## config.mk

```make
export PLATFORM = sky130hd
export DESIGN_NAME = mem_port_arbiter
export DESIGN_NICKNAME = d
export VERILOG_FILES = /design/src/rtl/mem_port_arbiter.sv
export SDC_FILE = /design/constraint.sdc
export NUM_CORES = 1
export LEC_CHECK = 0
export BUFFER_PORTS_ARGS = -buffer_cell sky130_fd_sc_hd__clkbuf_2
export CORE_UTILIZATION = 51
export CTS_BUF_LIST = sky130_fd_sc_hd__clkbuf_8 sky130_fd_sc_hd__clkbuf_16
export CTS_CLUSTER_DIAMETER = 60
export DETAILED_ROUTE_END_ITERATION = 10
export PLACE_DENSITY = 0.89
export REMOVE_ABC_BUFFERS = 1
export SYNTH_ARGS = -nofsm -noshare
export SYNTH_HDL_FRONTEND = slang
export SYNTH_SLANG_ARGS = --single-unit
```

## constraint.sdc

```tcl
create_clock -name clk_i -period 4.05 [get_ports clk_i]
set_input_delay 0.405 -clock clk_i [delete_from_list [all_inputs] [get_ports clk_i]]
set_output_delay 0.405 -clock clk_i [all_outputs]
set_load 0.1 [all_outputs]
```

## src/rtl/mem_port_arbiter.sv

```systemverilog
// Arbiter sharing one single-ported memory between instruction fetch and data load/store.
// Data has priority; a streak limit guarantees that a waiting fetch eventually gets through.
module mem_port_arbiter #(
  parameter int ADDR_W     = 32,
  parameter int DATA_W     = 32,
  parameter int LATENCY    = 1,
  parameter int MAX_STREAK = 4
) (
  input  logic              clk_i,
  input  logic              rst_i,
  input  logic              if_req_i,
  input  logic [ADDR_W-1:0] if_addr_i,
  output logic              if_gnt_o,
  output logic              if_rvalid_o,
  output logic [DATA_W-1:0] if_rdata_o,
  input  logic              dm_req_i,
  input  logic              dm_we_i,
  input  logic [ADDR_W-1:0] dm_addr_i,
  input  logic [DATA_W-1:0] dm_wdata_i,
  output logic              dm_gnt_o,
  output logic              dm_rvalid_o,
  output logic [DATA_W-1:0] dm_rdata_o,
  output logic              mem_en_o,
  output logic              mem_we_o,
  output logic [ADDR_W-1:0] mem_addr_o,
  output logic [DATA_W-1:0] mem_wdata_o,
  input  logic [DATA_W-1:0] mem_rdata_i,
  output logic              busy_o
);

  typedef enum logic {ST_IDLE, ST_WAIT} state_t;

  localparam logic [3:0] LAT_INIT   = 4'(LATENCY);
  localparam logic [3:0] STREAK_LIM = 4'(MAX_STREAK);

  state_t            state_q,     state_d;
  logic [3:0]        cnt_q,       cnt_d;
  logic [3:0]        streak_q,    streak_d;
  logic              owner_dm_q,  owner_dm_d;
  logic              acc_we_q,    acc_we_d;
  logic              mem_en_q,    mem_en_d;
  logic              mem_we_q,    mem_we_d;
  logic [ADDR_W-1:0] mem_addr_q,  mem_addr_d;
  logic [DATA_W-1:0] mem_wdata_q, mem_wdata_d;
  logic              if_rvalid_q, if_rvalid_d;
  logic [DATA_W-1:0] if_rdata_q,  if_rdata_d;
  logic              dm_rvalid_q, dm_rvalid_d;
  logic [DATA_W-1:0] dm_rdata_q,  dm_rdata_d;

  logic if_win;
  logic dm_win;

  // Grant decision: data wins a tie unless the fetch has been starved MAX_STREAK times.
  always_comb begin
    if_win = 1'b0;
    dm_win = 1'b0;
    if (state_q == ST_IDLE) begin
      if (dm_req_i && if_req_i) begin
        if (streak_q >= STREAK_LIM) if_win = 1'b1;
        else                        dm_win = 1'b1;
      end else if (dm_req_i) begin
        dm_win = 1'b1;
      end else if (if_req_i) begin
        if_win = 1'b1;
      end
    end
  end

  always_comb begin
    state_d     = state_q;
    cnt_d       = cnt_q;
    streak_d    = streak_q;
    owner_dm_d  = owner_dm_q;
    acc_we_d    = acc_we_q;
    mem_en_d    = 1'b0;
    mem_we_d    = 1'b0;
    mem_addr_d  = mem_addr_q;
    mem_wdata_d = mem_wdata_q;
    if_rvalid_d = 1'b0;
    if_rdata_d  = if_rdata_q;
    dm_rvalid_d = 1'b0;
    dm_rdata_d  = dm_rdata_q;

    case (state_q)
      ST_IDLE: begin
        if (if_win || dm_win) begin
          state_d     = ST_WAIT;
          cnt_d       = LAT_INIT;
          owner_dm_d  = dm_win;
          acc_we_d    = dm_win && dm_we_i;
          mem_en_d    = 1'b1;
          mem_we_d    = dm_win && dm_we_i;
          mem_addr_d  = dm_win ? dm_addr_i : if_addr_i;
          mem_wdata_d = (dm_win && dm_we_i) ? dm_wdata_i : '0;
        end
        // Streak only counts data grants that actually held a fetch back.
        if (dm_win && if_req_i) begin
          if (streak_q != 4'hF) streak_d = streak_q + 4'd1;
        end else if (if_win || dm_win) begin
          streak_d = 4'd0;
        end
      end
      ST_WAIT: begin
        cnt_d = cnt_q - 4'd1;
        if (cnt_q == 4'd1) begin
          state_d = ST_IDLE;
          if (owner_dm_q) begin
            dm_rvalid_d = 1'b1;
            dm_rdata_d  = acc_we_q ? '0 : mem_rdata_i;
          end else begin
            if_rvalid_d = 1'b1;
            if_rdata_d  = mem_rdata_i;
          end
        end
      end
      default: state_d = ST_IDLE;
    endcase
  end

  always_ff @(posedge clk_i or negedge rst_i) begin
    if (!rst_i) begin
      state_q     <= ST_IDLE;
      cnt_q       <= 4'd0;
      streak_q    <= 4'd0;
      owner_dm_q  <= 1'b0;
      acc_we_q    <= 1'b0;
      mem_en_q    <= 1'b0;
      mem_we_q    <= 1'b0;
      mem_addr_q  <= '0;
      mem_wdata_q <= '0;
      if_rvalid_q <= 1'b0;
      if_rdata_q  <= '0;
      dm_rvalid_q <= 1'b0;
      dm_rdata_q  <= '0;
    end else begin
      state_q     <= state_d;
      cnt_q       <= cnt_d;
      streak_q    <= streak_d;
      owner_dm_q  <= owner_dm_d;
      acc_we_q    <= acc_we_d;
      mem_en_q    <= mem_en_d;
      mem_we_q    <= mem_we_d;
      mem_addr_q  <= mem_addr_d;
      mem_wdata_q <= mem_wdata_d;
      if_rvalid_q <= if_rvalid_d;
      if_rdata_q  <= if_rdata_d;
      dm_rvalid_q <= dm_rvalid_d;
      dm_rdata_q  <= dm_rdata_d;
    end
  end

  // Grants are combinational, so they are masked while reset is held to keep every output low.
  assign if_gnt_o    = if_win && rst_i;
  assign dm_gnt_o    = dm_win && rst_i;
  assign if_rvalid_o = if_rvalid_q;
  assign if_rdata_o  = if_rdata_q;
  assign dm_rvalid_o = dm_rvalid_q;
  assign dm_rdata_o  = dm_rdata_q;
  assign mem_en_o    = mem_en_q;
  assign mem_we_o    = mem_we_q;
  assign mem_addr_o  = mem_addr_q;
  assign mem_wdata_o = mem_wdata_q;
  assign busy_o      = (state_q != ST_IDLE);

endmodule
```

==> metrics <==
MaxCap Viol Count=0; Tot GR Track Use=27.3%; Crit. End Element=primary output; Final Core Density=71.4%; Core Footprint=11,000 sq um; Ant. Diodes=0; sequential fraction of the synthesis area=60.8%; Die W=109 microns; RSZ-0062 raised after global routing=no; clock sinks=143; Area after DPL=7280 sq um; Pre-antenna DRT Iters=5; Worst Tran Pin Value=1.21 ns; Final Hold Fails=0; status=complete, no violations; pin count of the biggest net entering global routing=78; via count=4,895; grt ovf=0; Starting Density=53.3%; port bufs=267; critical path arrival=2.21 ns; initial antenna violation count=0; yosys warns=0; top cell type's share of synthesized area=60.8%; share of layout cells above drive strength 1=49.9%; die area=12,000 sq um; via/cell ratio=5.50; cell count after synthesis=482; final antenna-violating net count=0; worst-path fanout max=18; postcts setup bufs=0; PnR worst setup slack=1.43 ns; Rel. slew slack=19.0%; Final Cycle Share=64.7%; WL/cell=17.9 microns; Critical Path RT=3.64 ns; Placed Cells=857; nets@finish=873; area leader, netlist=dfrtp_1; clock latency on the worst-skew pair=0.42 ns; synthesized cell area=5880 sq um; DRT Wirelength=15,900 microns; Slew Limit Fails=0; Remaining DRCs=0; final setup vio count=0; die height=109 microns; Yosys cell types=31; CTS tree=done; Clock Skew=0.0110 ns; area delta synth->final=33.9%; fin area=7880 sq um; CTS Buf Count=17; Fmax=0.382 GHz; fin crit period=2.62 ns; hpwl dp=11,100 microns; H-Tree Depth=4; Rows=38; pre-CTS setup slack=1.57 ns; Post-Layout Cell Count=890; CP startpoint kind=flip-flop; Synth Register Bits=143; syn avg cell area=12.2 sq um; Root Buffer=clkbuf_16; Clock transition at path regs=0.06 ns; vias in the first global route=4,949; first-pass GRT wire length=24,500 microns; Min-Delay Path Class=in2reg; clock buffer depth=2; # IOs=268; DRT iter0 DRCs=366; critical path class=reg2out; GPL Wtd Cong=0.821; synth top area cells=dfrtp_1 61%, mux2_2 12%, a22o_1 4.8%, nor2b_1 3.5%, a31oi_1 3.4%
## critical path, stage by stage (launching register included)
cell	delay, ns
dfrtp_1	0.42
o21ai_2	0.66
and3_1	0.25
clkbuf_2	0.46
## final timing paths
path	cells after the start	from	slack (ns)	end
worst max register to register	3	streak_q[3]$_DFFE_PN0P_	1.54	mem_wdata_o[15]$_DFFE_PN0P_
worst min register to register	1	if_rdata_o[25]$_DFFE_PN0P_	0.50	if_rdata_o[25]$_DFFE_PN0P_
worst max-delay path	3	streak_q[3]$_DFFE_PN0P_	1.43	dm_gnt_o
max in group asynchronous	3	rst_i	2.47	if_rdata_o[27]$_DFFE_PN0P_
worst min-delay path	2	dm_wdata_i[6]	0.20	mem_wdata_o[6]$_DFFE_PN0P_
min in group asynchronous	2	rst_i	0.41	cnt_q[0]$_DFFE_PN0P_
## per-layer routing
metal  track usage (%)  wire length, microns
met5                 0                     0
met2              46.7                  8050
met4              13.6                   489
met1              31.7                  6020
met3              7.23                  1390
## kinds of logic (layout without fill, tap and decap cells)
logic type      after synthesis  after routing  synth area share [%]
buf+inv                      45            313                  3.64
compound gates              142            142                  15.0
flops                       143            143                  60.8
mux                          64             64                  12.2
simple gates                 84             84                  7.53
fa+ha+maj                     3              3                 0.638
xor+xnor                      1              1                 0.149
## layout make-up
type,count,area (sq um)
clock inverters,15,161
multi-input cells,294,2110
inverters,6,22.5
repair buffers,275,1410
clock buffers,17,425
well taps,140,175
flip-flops and latches,143,3580
fillers,766,3150
## through the flow
| stage | setup TNS (ns) | hold slack (ns) |
|---|---|---|
| 3_3_place_gp | 0 | 0.252 |
| 5_1_grt | 0 | 0.186 |
| 4_1_cts | 0 | 0.188 |
| 6_report | 0 | 0.200 |
| 2_1_floorplan | -21.29 | 0.109 |
| 3_5_place_dp | 0 | 0.256 |
## cell usage after synthesis, drive strengths merged
library cell	n
a211oi	1
a21o	1
a21oi	35
a22o	32
a31oi	32
and2	1
and3	2
buf	17
clkbuf	22
dfrtp	143
ha	3
inv	6
mux2	64
nand2	6
nand2b	1
nand3	3
nor2	34
nor2b	33
nor3	1
nor3b	2
o21a	1
o21ai	38
o21bai	1
o22ai	1
or4b	1
xor2	1
## state kept, by name, summed over array words and instances, names as in the netlist
register	flops
acc_we_q	1
if_rvalid_o	1
dm_rvalid_o	1
mem_addr_o	32
if_rdata_o	32
streak_q	4
owner_dm_q	1
dm_rdata_o	32
mem_wdata_o	32
busy_o	1
mem_en_o	1
cnt_q	4
mem_we_o	1
## what timing repair did
item,CTS,global route
gates resized for setup,0,0
hold endpoints to repair,17,0
hold buffers,1,0
endpoints found under the setup margin,0,0
## cell usage in the layout (no fill, tap or decap), types with 2 or more instances in the layout
cell type / instances
dfrtp_1: 143
nor2_1: 34
clkbuf_2: 266
clkinv_4: 2
inv_6: 3
inv_1: 6
mux2_2: 62
o21ai_0: 37
a31oi_1: 32
a22o_1: 32
bufinv_16: 2
mux2_1: 2
nand3_1: 3
buf_4: 7
clkbuf_16: 17
clkinvlp_4: 7
nor2b_1: 32
and3_1: 2
nand2_1: 6
a21oi_1: 35
ha_1: 3
Power is left out: the tool's default activity adds up to more than one toggle a clock period on the data nets, which glitch-free logic cannot reach.
